===== config.mk =====
export PLATFORM = sky130hd
export DESIGN_NAME = fp_addsub_pipe
export DESIGN_NICKNAME = d
export VERILOG_FILES = /design/src/rtl/fp_addsub_pipe.sv
export SDC_FILE = /design/constraint.sdc
export NUM_CORES = 1
export LEC_CHECK = 0
export ABC_AREA = 1
export CORE_MARGIN = 1
export CORE_UTILIZATION = 30
export CTS_BUF_LIST = sky130_fd_sc_hd__clkbuf_8
export DETAILED_ROUTE_END_ITERATION = 6
export PLACE_DENSITY = 0.51
export SYNTH_ARGS = -nofsm -noshare
export SYNTH_HDL_FRONTEND = slang
export SYNTH_SLANG_ARGS = --single-unit

===== constraint.sdc =====
create_clock -name clk_pll -period 10.4 [get_ports clk_pll]
set_input_delay 1.56 -clock clk_pll [delete_from_list [all_inputs] [get_ports clk_pll]]
set_output_delay 1.56 -clock clk_pll [all_outputs]
set_load 0.05 [all_outputs]

===== src/rtl/fp_addsub_pipe.sv =====
// fp_addsub_pipe: pipelined floating-point add/subtract with a global valid/ready stall and tag side-band.
// Build option FP_ADD_RNE_EN: round to nearest even via guard/round/sticky; undefined means truncation.
module fp_addsub_pipe #(
   parameter int EXP_W = 8,
   parameter int MAN_W = 18,
   parameter int TAG_W = 4
) (
   input  logic                   clk_pll,
   input  logic                   rst_n,
   input  logic                   in_valid,
   output logic                   in_ready,
   input  logic [EXP_W+MAN_W:0]   in_a,
   input  logic [EXP_W+MAN_W:0]   in_b,
   input  logic                   in_sub,
   input  logic [TAG_W-1:0]       in_tag,
   output logic                   out_valid,
   input  logic                   out_ready,
   output logic [EXP_W+MAN_W:0]   out_sum,
   output logic [TAG_W-1:0]       out_tag,
   output logic                   out_ovf,
   output logic                   out_unf
);

   localparam int W   = 1 + EXP_W + MAN_W;
`ifdef FP_ADD_RNE_EN
   localparam int GW  = 3;
`else
   localparam int GW  = 0;
`endif
   localparam int MW  = MAN_W + 1 + GW;
   localparam int XW  = EXP_W + 2;
   localparam int LZW = $clog2(MW + 1);

   localparam logic signed [XW-1:0] EXP_TOP = $signed({2'b00, {EXP_W{1'b1}}});
   localparam logic signed [XW-1:0] E_ONE   = $signed({{(XW-1){1'b0}}, 1'b1});
   localparam logic [EXP_W-1:0]     EXP_SAT = {{(EXP_W-1){1'b1}}, 1'b0};

   function automatic logic [LZW-1:0] lzc(input logic [MW-1:0] v);
      logic [LZW-1:0] n;
      logic           found;
      n     = {LZW{1'b0}};
      found = 1'b0;
      for (int i = MW - 1; i >= 0; i--) begin
         if (!found && !v[i]) begin
            n = n + {{(LZW-1){1'b0}}, 1'b1};
         end else begin
            n = n;
         end
         found = found | v[i];
      end
      return n;
   endfunction

   logic en_s;

   logic                 s0_valid_r;
   logic [W-1:0]         s0_a_r;
   logic [W-1:0]         s0_b_r;
   logic                 s0_sub_r;
   logic [TAG_W-1:0]     s0_tag_r;

   logic [EXP_W-1:0]     a_exp_s, b_exp_s, big_exp_s, small_exp_s, diff_s;
   logic [MW-1:0]        a_m_s, b_m_s, big_m_s, small_m_s, small_al_s;
   logic                 b_sign_s, big_sign_s, small_sign_s;
   logic [LZW-1:0]       shamt_s;
`ifdef FP_ADD_RNE_EN
   logic [2*MW-1:0]      wide_s;
`endif

   logic                 s1_valid_r;
   logic                 s1_sign_r;
   logic                 s1_eff_sub_r;
   logic [EXP_W-1:0]     s1_exp_r;
   logic [MW-1:0]        s1_big_m_r;
   logic [MW-1:0]        s1_small_m_r;
   logic [TAG_W-1:0]     s1_tag_r;

   logic [MW:0]          sum_s;

   logic                 s2_valid_r;
   logic                 s2_sign_r;
   logic [EXP_W-1:0]     s2_exp_r;
   logic [MW:0]          s2_sum_r;
   logic [TAG_W-1:0]     s2_tag_r;

   logic [LZW-1:0]       lz_s;
   logic [MW-1:0]        norm_m_s;
   logic signed [XW-1:0] norm_e_s;
   logic signed [XW-1:0] rnd_e_s;
   logic [MAN_W-1:0]     rnd_man_s;
`ifdef FP_ADD_RNE_EN
   logic                 round_up_s;
   logic [MAN_W+1:0]     rnd_m_s;
`endif
   logic [W-1:0]         res_sum_s;
   logic                 res_ovf_s;
   logic                 res_unf_s;

   assign en_s     = out_ready | ~out_valid;
   assign in_ready = en_s;

   // Input capture: operands land here on the accept edge, keeping alignment logic off the ports.
   always_ff @(posedge clk_pll) begin
      if (!rst_n) begin
         s0_valid_r <= 1'b0;
         s0_a_r     <= '0;
         s0_b_r     <= '0;
         s0_sub_r   <= 1'b0;
         s0_tag_r   <= '0;
      end else if (en_s) begin
         s0_valid_r <= in_valid;
         s0_a_r     <= in_a;
         s0_b_r     <= in_b;
         s0_sub_r   <= in_sub;
         s0_tag_r   <= in_tag;
      end
   end

   // Stage 1 logic: effective sign of B, magnitude ordering and alignment of the smaller mantissa.
   always_comb begin
      a_exp_s  = s0_a_r[MAN_W +: EXP_W];
      b_exp_s  = s0_b_r[MAN_W +: EXP_W];
      a_m_s    = (a_exp_s == {EXP_W{1'b0}}) ? {MW{1'b0}} : MW'({1'b1, s0_a_r[MAN_W-1:0]}) << GW;
      b_m_s    = (b_exp_s == {EXP_W{1'b0}}) ? {MW{1'b0}} : MW'({1'b1, s0_b_r[MAN_W-1:0]}) << GW;
      b_sign_s = s0_b_r[W-1] ^ s0_sub_r;
      if ({a_exp_s, a_m_s} >= {b_exp_s, b_m_s}) begin
         big_sign_s   = s0_a_r[W-1];
         small_sign_s = b_sign_s;
         big_exp_s    = a_exp_s;
         small_exp_s  = b_exp_s;
         big_m_s      = a_m_s;
         small_m_s    = b_m_s;
      end else begin
         big_sign_s   = b_sign_s;
         small_sign_s = s0_a_r[W-1];
         big_exp_s    = b_exp_s;
         small_exp_s  = a_exp_s;
         big_m_s      = b_m_s;
         small_m_s    = a_m_s;
      end
      diff_s = big_exp_s - small_exp_s;
      if (32'(diff_s) > 32'(MW)) begin
         shamt_s = LZW'(MW);
      end else begin
         shamt_s = LZW'(diff_s);
      end
`ifdef FP_ADD_RNE_EN
      // Everything shifted below the round bit collapses into the sticky bit.
      wide_s     = {small_m_s, {MW{1'b0}}} >> shamt_s;
      small_al_s = wide_s[2*MW-1:MW] | {{(MW-1){1'b0}}, |wide_s[MW-1:0]};
`else
      small_al_s = small_m_s >> shamt_s;
`endif
   end

   // Stage 1 register.
   always_ff @(posedge clk_pll) begin
      if (!rst_n) begin
         s1_valid_r   <= 1'b0;
         s1_sign_r    <= 1'b0;
         s1_eff_sub_r <= 1'b0;
         s1_exp_r     <= '0;
         s1_big_m_r   <= '0;
         s1_small_m_r <= '0;
         s1_tag_r     <= '0;
      end else if (en_s) begin
         s1_valid_r   <= s0_valid_r;
         s1_sign_r    <= big_sign_s;
         s1_eff_sub_r <= big_sign_s ^ small_sign_s;
         s1_exp_r     <= big_exp_s;
         s1_big_m_r   <= big_m_s;
         s1_small_m_r <= small_al_s;
         s1_tag_r     <= s0_tag_r;
      end
   end

   // Stage 2 logic: big operand never loses in a subtraction, so the difference is non-negative.
   always_comb begin
      if (s1_eff_sub_r) begin
         sum_s = {1'b0, s1_big_m_r} - {1'b0, s1_small_m_r};
      end else begin
         sum_s = {1'b0, s1_big_m_r} + {1'b0, s1_small_m_r};
      end
   end

   // Stage 2 register.
   always_ff @(posedge clk_pll) begin
      if (!rst_n) begin
         s2_valid_r <= 1'b0;
         s2_sign_r  <= 1'b0;
         s2_exp_r   <= '0;
         s2_sum_r   <= '0;
         s2_tag_r   <= '0;
      end else if (en_s) begin
         s2_valid_r <= s1_valid_r;
         s2_sign_r  <= s1_sign_r;
         s2_exp_r   <= s1_exp_r;
         s2_sum_r   <= sum_s;
         s2_tag_r   <= s1_tag_r;
      end
   end

   // Stage 3 logic: normalise, round, then saturate or flush.
   always_comb begin
      lz_s = lzc(s2_sum_r[MW-1:0]);
      if (s2_sum_r[MW]) begin
`ifdef FP_ADD_RNE_EN
         norm_m_s = {s2_sum_r[MW:2], s2_sum_r[1] | s2_sum_r[0]};
`else
         norm_m_s = s2_sum_r[MW:1];
`endif
         norm_e_s = $signed({2'b00, s2_exp_r}) + E_ONE;
      end else begin
         norm_m_s = s2_sum_r[MW-1:0] << lz_s;
         norm_e_s = $signed({2'b00, s2_exp_r}) - $signed({{(XW-LZW){1'b0}}, lz_s});
      end
`ifdef FP_ADD_RNE_EN
      round_up_s = norm_m_s[GW-1] & (norm_m_s[GW-2] | norm_m_s[GW-3] | norm_m_s[GW]);
      rnd_m_s    = {1'b0, norm_m_s[MW-1:GW]} + {{(MAN_W+1){1'b0}}, round_up_s};
      if (rnd_m_s[MAN_W+1]) begin
         rnd_man_s = rnd_m_s[MAN_W:1];
         rnd_e_s   = norm_e_s + E_ONE;
      end else begin
         rnd_man_s = rnd_m_s[MAN_W-1:0];
         rnd_e_s   = norm_e_s;
      end
`else
      rnd_man_s = norm_m_s[MAN_W-1:0];
      rnd_e_s   = norm_e_s;
`endif
      res_sum_s = '0;
      res_ovf_s = 1'b0;
      res_unf_s = 1'b0;
      // A clear hidden bit after normalisation only happens for an all-zero sum.
      if (!norm_m_s[MW-1]) begin
         res_sum_s = '0;
      end else if (rnd_e_s >= EXP_TOP) begin
         res_sum_s = {s2_sign_r, EXP_SAT, {MAN_W{1'b1}}};
         res_ovf_s = 1'b1;
      end else if (rnd_e_s < E_ONE) begin
         res_unf_s = 1'b1;
      end else begin
         res_sum_s = {s2_sign_r, rnd_e_s[EXP_W-1:0], rnd_man_s};
      end
   end

   // Output register: bubbles leave zeroed payload behind.
   always_ff @(posedge clk_pll) begin
      if (!rst_n) begin
         out_valid <= 1'b0;
         out_sum   <= '0;
         out_tag   <= '0;
         out_ovf   <= 1'b0;
         out_unf   <= 1'b0;
      end else if (en_s) begin
         out_valid <= s2_valid_r;
         out_sum   <= s2_valid_r ? res_sum_s : {W{1'b0}};
         out_tag   <= s2_valid_r ? s2_tag_r : {TAG_W{1'b0}};
         out_ovf   <= s2_valid_r & res_ovf_s;
         out_unf   <= s2_valid_r & res_unf_s;
      end
   end

endmodule


* Word-level counts from Yosys, hierarchy flattened *
Cells that the tools add are included.

word-level totals
  flip-flop bits (word level) = 181
  input bits = 63
  logic and storage cells = 171

cells by class
  add/subtract/negate cells = 23
  order comparisons = 4
  shifts and indexed selects = 2
  multiplexer cells = 41
  bitwise gates (word level) = 23
  reduce and logical (&&, ||, !) cells = 56

operators by type and width
  kind                   count
  $mux W27               4
  $mux W19               5
  $mux W5                19
  $add A5 B1 Y5 const B  18
  $logic_not A1 Y1       36
  $ge A27 B27 Y1         1
  $add A19 B19 Y20       1
  $mux W20               1
  $sub A19 B19 Y20       1
  $shl A19 B5 Y19        1
  $shr A19 B5 Y19        1
  $logic_and A1 B1 Y1    18
  $or A1 B1 Y1           18
  $logic_not A8 Y1       2
  $mux W8                2
  $ge A10 B9 Y1 const B  1
  $lt A10 B2 Y1 const B  1
  $mux W10               1
  $add A8 B1 Y9 const B  1
  $sub A8 B5 Y9          1
  $gt A8 B5 Y1 const B   1
  $mux W1                8
  $sub A8 B8 Y8          1
  $mux W4                1
  other kinds (3)        5

* Logic depth before layout (Yosys ltp) *
Gate-level depths: netlist of run 1.

  depth in word-level cells = 44
  gate-level depth with buffers = 61

* Least setup slack after synthesis of run 1 *
Ideal clock, no wire load.

  path kind = register -> register
  start = register s2_sum_r[17]
  end = register out_sum[12]
  setup time = 68 ps
  arrival time = 8339 ps
  slack = 1993 ps
  stages on the path, launching flop included = 57
  path buffers = 3
  clock period less this slack = 8407 ps
  cell sequence = dfxtp_1 inv_1 a21oi_1 ha_1 nor3_1 nor2_1 ha_1 inv_1 nand2_1 nand3_1 nand2_1 inv_1 ha_1 inv_1 nand3_1 nand2_1 inv_1 ha_1 [... 21 more ...] buf_6 buf_2 fa_1 o31ai_1 inv_1 nor2_1 nor4_1 a21oi_1 xor2_1 a2111oi_0 a21oi_1 inv_1 nor3_1 nand2_2 inv_2 buf_6 nand3_2 a21oi_2

between the ends
  cells in the longest elaborated chain, start to end = 44
  elaborated cells on any way between the ends = 98

RTL lines
  element                 RTL line  RTL
  start, declared         83        logic [MW:0] s2_sum_r;
  start signal, assigned  198       s2_sum_r <= sum_s;
  $logic_not A1 Y1        44        if (!found && !v[i]) begin
  $logic_and A1 B1 Y1     44
  $mux W5                 44
  $add A5 B1 Y5           45        n = n + {{(LZW-1){1'b0}}, 1'b1};
  $mux W5                 44
  $add A5 B1 Y5           45
  $mux W5                 44
  $add A5 B1 Y5           45
  [... 28 more ...]       -
  $mux W5                 44
  $sub A8 B5 Y9           215       norm_e_s = $signed({2'b00, s2_exp_r}) - $signed({{(XW-LZW){1'b0}}, lz_s});
  $mux W10                206       if (s2_sum_r[MW]) begin
  $lt A10 B2 Y1           240       end else if (rnd_e_s < E_ONE) begin
  $mux W27                240
  $mux W27                237       end else if (rnd_e_s >= EXP_TOP) begin
  $mux W27 (*)            235       if (!norm_m_s[MW-1]) begin
  $mux W27 (*)            257       out_sum <= s2_valid_r ? res_sum_s : {W{1'b0}};
  end signal, assigned    257
  end, declared           18        output logic [EXP_W+MAN_W:0] out_sum,

Mark *: on every way between the ends. The rest lies on a longest branch, timed or not.
A chain may end at the register's enable or synchronous reset.

* Worst setup path in the final report of run 1 *
  start = register s2_sum_r[17]
  end = register out_sum[17]

Same word-level chain as after synthesis.

==> results of run 1 <==
area by class of cell:
class                      instances  area (um^2)
clock buffer                      17        234.0
clock inverter                    15        196.4
fill                            4862        28220
inverter                         292         1096
multi-input combinational       1535         8193
sequential                       181         3623
tap                              585        732.0
timing repair buffer             110         1066
cell usage after synthesis (4+ instances only):
master,count,area share (%)
dfxtp_1,181,27
buf_1,9,0.25
o211ai_1,46,2.6
o21ai_2,4,0.26
inv_1,272,7.7
nor4_1,6,0.28
o2111ai_1,4,0.26
nor2_1,182,5.1
o22ai_1,18,0.85
nand2_2,23,1.1
inv_2,17,0.48
nand3_2,17,1.3
nand3b_1,5,0.28
o21bai_1,11,0.62
nor2_2,5,0.24
a31oi_1,4,0.19
xnor2_1,8,0.53
nand2_4,6,0.51
xor2_1,39,2.6
a21oi_1,162,6.1
o21ai_1,10,0.38
nand4_1,32,1.5
nor3_1,15,0.56
buf_2,10,0.38
nand3_1,144,5.4
o21ai_0,197,7.4
nor2_4,8,0.68
clkbuf_1,70,2.0
nand2_1,488,14
ha_1,69,6.5
power by group:
group	leakage [nW]	switching, mW	total (mW)	internal (mW)
Clock	0.215	0.319	0.509	0.190
Sequential	1.49	0.0865	0.855	0.769
Combinational	5.40	1.92	2.85	0.937
how the worst min path moves through the flow:
| stage | startpoint | endpoint | cells after the start |
|---|---|---|---|
| after floorplan | s2_sign_r | out_sum[26] | 2 |
| after global placement | s2_tag_r[2] | out_tag[2] | 2 |
| after detailed placement | s2_tag_r[3] | out_tag[3] | 2 |
| after CTS | s2_tag_r[1] | out_tag[1] | 2 |
| after global routing | out_unf | out_unf | 2 |
| final | s2_tag_r[1] | out_tag[1] | 2 |
metal layers:
layer | vias to the layer above | global-route usage (%)
met3 | 43 | 2.659
met2 | 240 | 31.44
met1 | 5960 | 24.06
met5 | - | 0
met4 | 0 | 4.937
li1 | 6970 | -
registers in the layout (all words and copies together) (netlist names):
name	count
s2_exp_r	8
s2_sum_r	20
s1_sign_r	1
out_sum	27
s0_sub_r	1
s1_tag_r	4
s0_valid_r	1
s0_b_r	27
s1_valid_r	1
s1_big_m_r	19
s0_tag_r	4
s2_sign_r	1
s2_tag_r	4
out_unf	1
s2_valid_r	1
s1_eff_sub_r	1
out_valid	1
s0_a_r	27
out_tag	4
s1_exp_r	8
s1_small_m_r	19
out_ovf	1
worst max-delay path, delay by kind of cell, from the launching register on:
kind	cells	cell delay, ps
DFF	1	390
muxes	1	50
buffers and inverters	10	840
AOI/OAI and AO/OA	8	2110
and+or+nand+nor	23	3030
adders and majority gates	10	2970
per-stage QoR:
| stage | setup WS, ps | power [mW] | hold slack (ps) |
|---|---|---|---|
| floorplan | 1993 | 3.015 | 439.5 |
| global placement | 1303 | 3.732 | 449.0 |
| CTS | 915.7 | 4.248 | 468.2 |
| detailed placement | 1008 | 3.718 | 452.1 |
| global route | 175.9 | 4.666 | 482.6 |
| finish | 918.1 | 4.217 | 466.7 |
cells by family (layout without fill, tap and decap cells):
group | count (synthesis) | in the layout | synth area share [%]
muxes | 1 | 1 | 0.07533
DFF | 181 | 181 | 27.27
xor gates and xnor gates | 47 | 47 | 3.098
and+or+nand+nor | 942 | 942 | 31.78
AOI/OAI and AO/OA | 474 | 474 | 19.81
buffers and inverters | 385 | 434 | 11.17
adders and majority gates | 71 | 71 | 6.799
==> run_summary.xml, run 1 <==
<?xml version="1.0" encoding="UTF-8"?>
<metrics>
  <group name="timing">
    <metric name="finalClockSkew" unit="ps">27.66</metric>
    <metric name="worst_pin_slew" unit="ps">984.4</metric>
    <metric name="maxClockFrequency" unit="MHz">105.5</metric>
    <metric name="drv_slew" unit="">0</metric>
    <metric name="slew_headroom" unit="%">34.38</metric>
    <metric name="fin_setup_tns" unit="ps">0</metric>
    <metric name="rsz0062_at_grt" unit="">false</metric>
    <metric name="number_of_hold_violations_in_the_final_report" unit="">0</metric>
    <metric name="post-route-min-period" unit="ps">9482</metric>
    <metric name="setup_viol" unit="">0</metric>
    <metric name="fin_crit_sh" unit="%">91.17</metric>
  </group>
  <group name="final_layout">
    <metric name="design_area" unit="um^2">15140</metric>
    <metric name="final_core_util" unit="%">34.92</metric>
    <metric name="mostFrequentLayoutCells" unit="">nand2_1 (488), inv_1 (272), o21ai_0 (197)</metric>
    <metric name="leading_cell_type_in_the_layout_fill_and_taps_excluded" unit="">nand2_1</metric>
    <metric name="area_growth" unit="%">13.95</metric>
    <metric name="num_antenna_cells" unit="">0</metric>
    <metric name="instances_no_fill" unit="">2735</metric>
    <metric name="nNetsFinal" unit="">2271</metric>
    <metric name="layout-drive-gt1-share" unit="%">6.465</metric>
  </group>
  <group name="clock_network">
    <metric name="max-clock-path-buffers" unit="">2</metric>
    <metric name="ctsRootBufferMaster" unit="">clkbuf_8</metric>
    <metric name="clkLatencyLatePin" unit="ps">520</metric>
    <metric name="cts_tree" unit="">built</metric>
    <metric name="holdBufCountCts" unit="">0</metric>
    <metric name="htree_levels" unit="">4</metric>
    <metric name="tritoncts_num_sinks" unit="">181</metric>
    <metric name="clk_pin_slew_worst_paths" unit="ps">120</metric>
    <metric name="cts.repair.resized" unit="">0</metric>
    <metric name="setup_bufs_post_cts" unit="">0</metric>
    <metric name="cts_buffers" unit="">17</metric>
  </group>
  <group name="worst_setup_path">
    <metric name="critPathMaxStageDelay" unit="ps">450</metric>
    <metric name="path_max_fanout" unit="">14</metric>
    <metric name="critical_path.startpoint_type" unit="">flop</metric>
    <metric name="slowest_stage" unit="">fa_1</metric>
    <metric name="worst_r2r_path_depth" unit="">52</metric>
    <metric name="timing.critical_path.mode_cell" unit="">nand2_1</metric>
    <metric name="reg2reg_setup_slack" unit="ps">920</metric>
    <metric name="required" unit="ps">10830</metric>
    <metric name="timing.rr.start" unit="">s2_sum_r[17]</metric>
    <metric name="worst_setup_endpoint" unit="">out_sum[17]</metric>
    <metric name="critPathCaptureType" unit="">flop</metric>
    <metric name="r2r_end" unit="">out_sum[17]</metric>
    <metric name="criticalPathCategory" unit="">reg -&gt; reg</metric>
    <metric name="arrival_time_worst_endpoint" unit="ps">9910</metric>
    <metric name="crit_start" unit="">s2_sum_r[17]</metric>
  </group>
  <group name="route">
    <metric name="routed_wl" unit="um">40590</metric>
    <metric name="avgViaCountPerCell" unit="">4.831</metric>
    <metric name="routed.top_layer" unit="">met4</metric>
    <metric name="drt_pre_antenna_iters" unit="">5</metric>
    <metric name="post-route-drc-count" unit="">0</metric>
    <metric name="vias" unit="">13210</metric>
    <metric name="avgRoutedWirePerCell" unit="um">14.84</metric>
    <metric name="detailedRoute.firstIterationViolations" unit="">897</metric>
    <metric name="routed_length_on_met1" unit="um">19330</metric>
    <metric name="antenna_left" unit="">0</metric>
    <metric name="met2_length" unit="um">19220</metric>
    <metric name="dr_wl_met3" unit="um">1303</metric>
  </group>
  <group name="placed_design">
    <metric name="gp_routability_congestion" unit="">0.9255</metric>
    <metric name="dpl_cell_area" unit="um^2">14710</metric>
    <metric name="numPlacedInstances" unit="">2703</metric>
    <metric name="placement.io_buffers" unit="">97</metric>
    <metric name="dp.final_hpwl" unit="um">31420</metric>
  </group>
  <group name="synthesis">
    <metric name="synth_top_flop_cell" unit="">dfxtp_1</metric>
    <metric name="synth.net_count" unit="">2235</metric>
    <metric name="synth-async-reset-ratio" unit="%">0</metric>
    <metric name="yosysUniqueCellTypes" unit="">52</metric>
    <metric name="avg_cell_area_syn" unit="um^2">6.324</metric>
    <metric name="ys.warnings.count" unit="">0</metric>
    <metric name="synthCells" unit="">2101</metric>
    <metric name="mappedNetlistArea" unit="um^2">13290</metric>
    <metric name="synth_sequential_area_ratio" unit="%">27.27</metric>
    <metric name="post_synth_edffs" unit="">0</metric>
    <metric name="number_of_flip_flops_and_latches_in_the_synthesized_netlist" unit="">181</metric>
  </group>
  <group name="floorplan">
    <metric name="dieArea" unit="um^2">45140</metric>
    <metric name="start_util" unit="%">30.64</metric>
    <metric name="fp.dieW" unit="um">212.5</metric>
    <metric name="floorplan.core_area" unit="um^2">43360</metric>
    <metric name="core.rowCount" unit="">76</metric>
    <metric name="dieHeight" unit="um">212.5</metric>
    <metric name="top_level_ports" unit="">98</metric>
  </group>
  <group name="run_status">
    <metric name="status" unit="">completed</metric>
  </group>
  <group name="pwr">
    <metric name="p_leak" unit="nW">7.106</metric>
    <metric name="worst_ir_drop_vdd" unit="V">0.0001658</metric>
    <metric name="powerDensity" unit="nW/um^2">278.5</metric>
  </group>
  <group name="global_route">
    <metric name="vias_in_the_first_global_route" unit="">12630</metric>
    <metric name="pin_count_of_the_biggest_net_entering_global_routing" unit="">91</metric>
    <metric name="grt_pass1_wl" unit="um">66070</metric>
    <metric name="globalRoute.totalOverflow" unit="">0</metric>
    <metric name="antenna_found_initial" unit="">0</metric>
    <metric name="track_usage" unit="%">18.42</metric>
  </group>
  <group name="worst_hold_path">
    <metric name="worstHoldPathType" unit="">reg -&gt; reg</metric>
  </group>
  <group name="run">
    <metric name="timing.max_cap.violations" unit="">0</metric>
  </group>
</metrics>
Note: power is estimated with default switching activity, not from simulation.
==> run 2, diff against run 1 <==
--- a/config.mk
+++ b/config.mk
@@ -6,11 +6,13 @@
 export NUM_CORES = 1
 export LEC_CHECK = 0
 export ABC_AREA = 1
+export CAP_MARGIN = 20
 export CORE_MARGIN = 1
 export CORE_UTILIZATION = 30
 export CTS_BUF_LIST = sky130_fd_sc_hd__clkbuf_8
 export DETAILED_ROUTE_END_ITERATION = 6
 export PLACE_DENSITY = 0.51
+export SKIP_CTS_REPAIR_TIMING = 1
 export SYNTH_ARGS = -nofsm -noshare
 export SYNTH_HDL_FRONTEND = slang
 export SYNTH_SLANG_ARGS = --single-unit
==> results of run 2 <==
Same layout as run 1: the final DEF is identical, and so are final timing and power.
==> run 3, diff against run 2 <==
--- a/config.mk
+++ b/config.mk
@@ -7,11 +7,13 @@
 export LEC_CHECK = 0
 export ABC_AREA = 1
 export CAP_MARGIN = 20
+export CORE_ASPECT_RATIO = 0.5
 export CORE_MARGIN = 1
 export CORE_UTILIZATION = 30
 export CTS_BUF_LIST = sky130_fd_sc_hd__clkbuf_8
 export DETAILED_ROUTE_END_ITERATION = 6
 export PLACE_DENSITY = 0.51
+export REMOVE_ABC_BUFFERS = 1
 export SKIP_CTS_REPAIR_TIMING = 1
 export SYNTH_ARGS = -nofsm -noshare
 export SYNTH_HDL_FRONTEND = slang
==> constraint.sdc (replaced) <==
create_clock -name clk_pll -period 10.4 [get_ports clk_pll]
set_input_delay 1.56 -clock clk_pll [delete_from_list [all_inputs] [get_ports clk_pll]]
set_output_delay 1.56 -clock clk_pll [all_outputs]
set_load 0.01 [all_outputs]
==> run_summary.xml, run 3 (synthesized netlist as in run 1, its figures left out) <==
<?xml version="1.0" encoding="UTF-8"?>
<metrics>
  <group name="run_status">
    <metric name="status" unit="">completed</metric>
  </group>
  <group name="placed_design">
    <metric name="numPlacedInstances" unit="">2705</metric>
    <metric name="placement.io_buffers" unit="">97</metric>
    <metric name="gp_routability_congestion" unit="">0.9525</metric>
    <metric name="dp.final_hpwl" unit="um">30030</metric>
  </group>
  <group name="clock_network">
    <metric name="cts_buffers" unit="">17</metric>
    <metric name="tritoncts_num_sinks" unit="">181</metric>
    <metric name="htree_levels" unit="">4</metric>
    <metric name="ctsRootBufferMaster" unit="">clkbuf_8</metric>
    <metric name="cts_tree" unit="">built</metric>
    <metric name="max-clock-path-buffers" unit="">2</metric>
    <metric name="clkLatencyLatePin" unit="ps">500</metric>
    <metric name="clk_pin_slew_worst_paths" unit="ps">110</metric>
  </group>
  <group name="timing">
    <metric name="fin_crit_sh" unit="%">92.09</metric>
    <metric name="worst_pin_slew" unit="ps">1011</metric>
    <metric name="slew_headroom" unit="%">32.35</metric>
    <metric name="number_of_hold_violations_in_the_final_report" unit="">0</metric>
    <metric name="setup_viol" unit="">0</metric>
    <metric name="finalClockSkew" unit="ps">13.60</metric>
    <metric name="maxClockFrequency" unit="MHz">104.4</metric>
    <metric name="post-route-min-period" unit="ps">9578</metric>
    <metric name="drv_slew" unit="">0</metric>
  </group>
  <group name="global_route">
    <metric name="pin_count_of_the_biggest_net_entering_global_routing" unit="">202</metric>
    <metric name="antenna_found_initial" unit="">1</metric>
    <metric name="vias_in_the_first_global_route" unit="">11990</metric>
    <metric name="track_usage" unit="%">17.65</metric>
    <metric name="grt_pass1_wl" unit="um">64090</metric>
    <metric name="globalRoute.totalOverflow" unit="">0</metric>
  </group>
  <group name="pwr">
    <metric name="p_switching" unit="mW">2.296</metric>
    <metric name="p_leak" unit="nW">7.124</metric>
    <metric name="power_frac_clock" unit="%">12.4</metric>
    <metric name="swShare" unit="%">53.76</metric>
    <metric name="worst_ir_drop_vdd" unit="V">0.0001587</metric>
    <metric name="design_power_total" unit="mW">4.271</metric>
    <metric name="internal_power" unit="mW">1.975</metric>
    <metric name="powerDensity" unit="nW/um^2">280.6</metric>
    <metric name="seqPwrFrac" unit="%">20.0</metric>
    <metric name="power.share.combinational" unit="%">67.6</metric>
  </group>
  <group name="worst_setup_path">
    <metric name="r2r_end" unit="">out_sum[19]</metric>
    <metric name="path_max_fanout" unit="">14</metric>
    <metric name="criticalPathCategory" unit="">reg -&gt; reg</metric>
    <metric name="reg2reg_setup_slack" unit="ps">820</metric>
    <metric name="required" unit="ps">10780</metric>
    <metric name="critPathCaptureType" unit="">flop</metric>
    <metric name="timing.rr.start" unit="">s2_sum_r[17]</metric>
    <metric name="worst_r2r_path_depth" unit="">57</metric>
    <metric name="arrival_time_worst_endpoint" unit="ps">9960</metric>
    <metric name="critical_path.startpoint_type" unit="">flop</metric>
    <metric name="critPathMaxStageDelay" unit="ps">380</metric>
    <metric name="slowest_stage" unit="">dfxtp_1</metric>
  </group>
  <group name="final_layout">
    <metric name="leading_cell_type_in_the_layout_fill_and_taps_excluded" unit="">nand2_1</metric>
    <metric name="instances_no_fill" unit="">2743</metric>
    <metric name="nNetsFinal" unit="">2274</metric>
    <metric name="biggestRegsByFlops" unit="">out_sum (27), s0_a_r (27), s0_b_r (27)</metric>
    <metric name="mostFrequentLayoutCells" unit="">nand2_1 (487), inv_1 (271), o21ai_0 (197)</metric>
    <metric name="layout-drive-gt1-share" unit="%">6.921</metric>
    <metric name="area_growth" unit="%">14.56</metric>
  </group>
  <group name="run">
    <metric name="timing.max_cap.violations" unit="">0</metric>
  </group>
  <group name="route">
    <metric name="routed_wl" unit="um">39650</metric>
    <metric name="avgRoutedWirePerCell" unit="um">14.45</metric>
    <metric name="avgViaCountPerCell" unit="">4.814</metric>
    <metric name="post-route-drc-count" unit="">0</metric>
    <metric name="detailedRoute.firstIterationViolations" unit="">840</metric>
    <metric name="vias" unit="">13210</metric>
    <metric name="drt_pre_antenna_iters" unit="">6</metric>
    <metric name="antenna_left" unit="">0</metric>
  </group>
  <group name="floorplan">
    <metric name="top_level_ports" unit="">98</metric>
    <metric name="core.rowCount" unit="">54</metric>
    <metric name="dieHeight" unit="um">150.8</metric>
    <metric name="dieArea" unit="um^2">45190</metric>
    <metric name="fp.dieW" unit="um">299.6</metric>
    <metric name="floorplan.core_area" unit="um^2">43650</metric>
    <metric name="start_util" unit="%">30.44</metric>
  </group>
  <group name="worst_hold_path">
    <metric name="worstHoldPathType" unit="">reg -&gt; reg</metric>
    <metric name="whs_path_depth" unit="">2</metric>
    <metric name="min_delay_worst_endpoint" unit="">out_tag[1]</metric>
    <metric name="hold_path_startpoint" unit="">s2_tag_r[1]</metric>
  </group>
</metrics>
run 3: worst max path at each step:
stage,end,depth (start not counted),slack (ps),startpoint
detailed placement,out_sum[19],56,460,s2_sum_r[17]
global placement,out_sum[19],56,690,s2_sum_r[17]
finish,out_sum[19],57,820,s2_sum_r[17]
CTS,out_sum[19],56,440,s2_sum_r[17]
global route,out_sum[18],57,-20,s2_sum_r[17]
floorplan,in_ready,2,-1580,out_ready
run 3: layout make-up:
| cell class | instances | area (um^2) |
|---|---|---|
| well taps | 588 | 735.7 |
| multi-input cells | 1535 | 8228 |
| flip-flops and latches | 181 | 3623 |
| clock inverters | 14 | 180.2 |
| clock buffers | 18 | 247.7 |
| repair buffers | 113 | 1101 |
| fillers | 4943 | 28420 |
| inverters | 292 | 1101 |
| diodes | 2 | 5.005 |
run 3: power by group through the flow:
stage	Clock (mW)	Combinational, mW	Sequential [mW]
finish	0.531	2.89	0.852
global route	0.581	3.30	0.862
CTS	0.551	2.80	0.852
detailed placement	0	2.79	0.868
global placement	0	2.81	0.867
floorplan	0	2.06	0.849
run 3: worst max-delay path, delay by kind of cell, from the launching register on:
| family | cells | cell delay, ps |
|---|---|---|
| AO/OA/AOI/OAI | 10 | 1880 |
| XOR/XNOR | 1 | 270 |
| adder cells (fa/ha/maj) | 10 | 2760 |
| buffers and inverters | 10 | 1150 |
| flip-flops | 1 | 380 |
| multiplexers | 1 | 60 |
| AND/OR/NAND/NOR | 25 | 2930 |
run 3: per-layer routing:
layer / vias up / part of all wire (%) / track usage (%)
met3: 31 / 4.1 / 2.897
met5: - / 0 / 0
met4: 0 / 1.7 / 4.209
met2: 206 / 42 / 26.66
li1: 6973 / - / -
met1: 5996 / 52 / 25.91
run 3: through the flow:
step                utilization, %  setup WS (ps)  instance area [um^2]  hold slack [ps]  setup TNS (ps)
floorplan                        -          -1578                 12900            441.3          -64320
global placement             33.72          686.4                 14720            449.1               0
detailed placement           33.72          462.3                 14720            457.3               0
CTS                          34.70          438.9                 15150            473.1               0
global route                 34.86         -20.06                 15220            495.7          -25.23
finish                       34.88          822.4                 15220            467.5               0
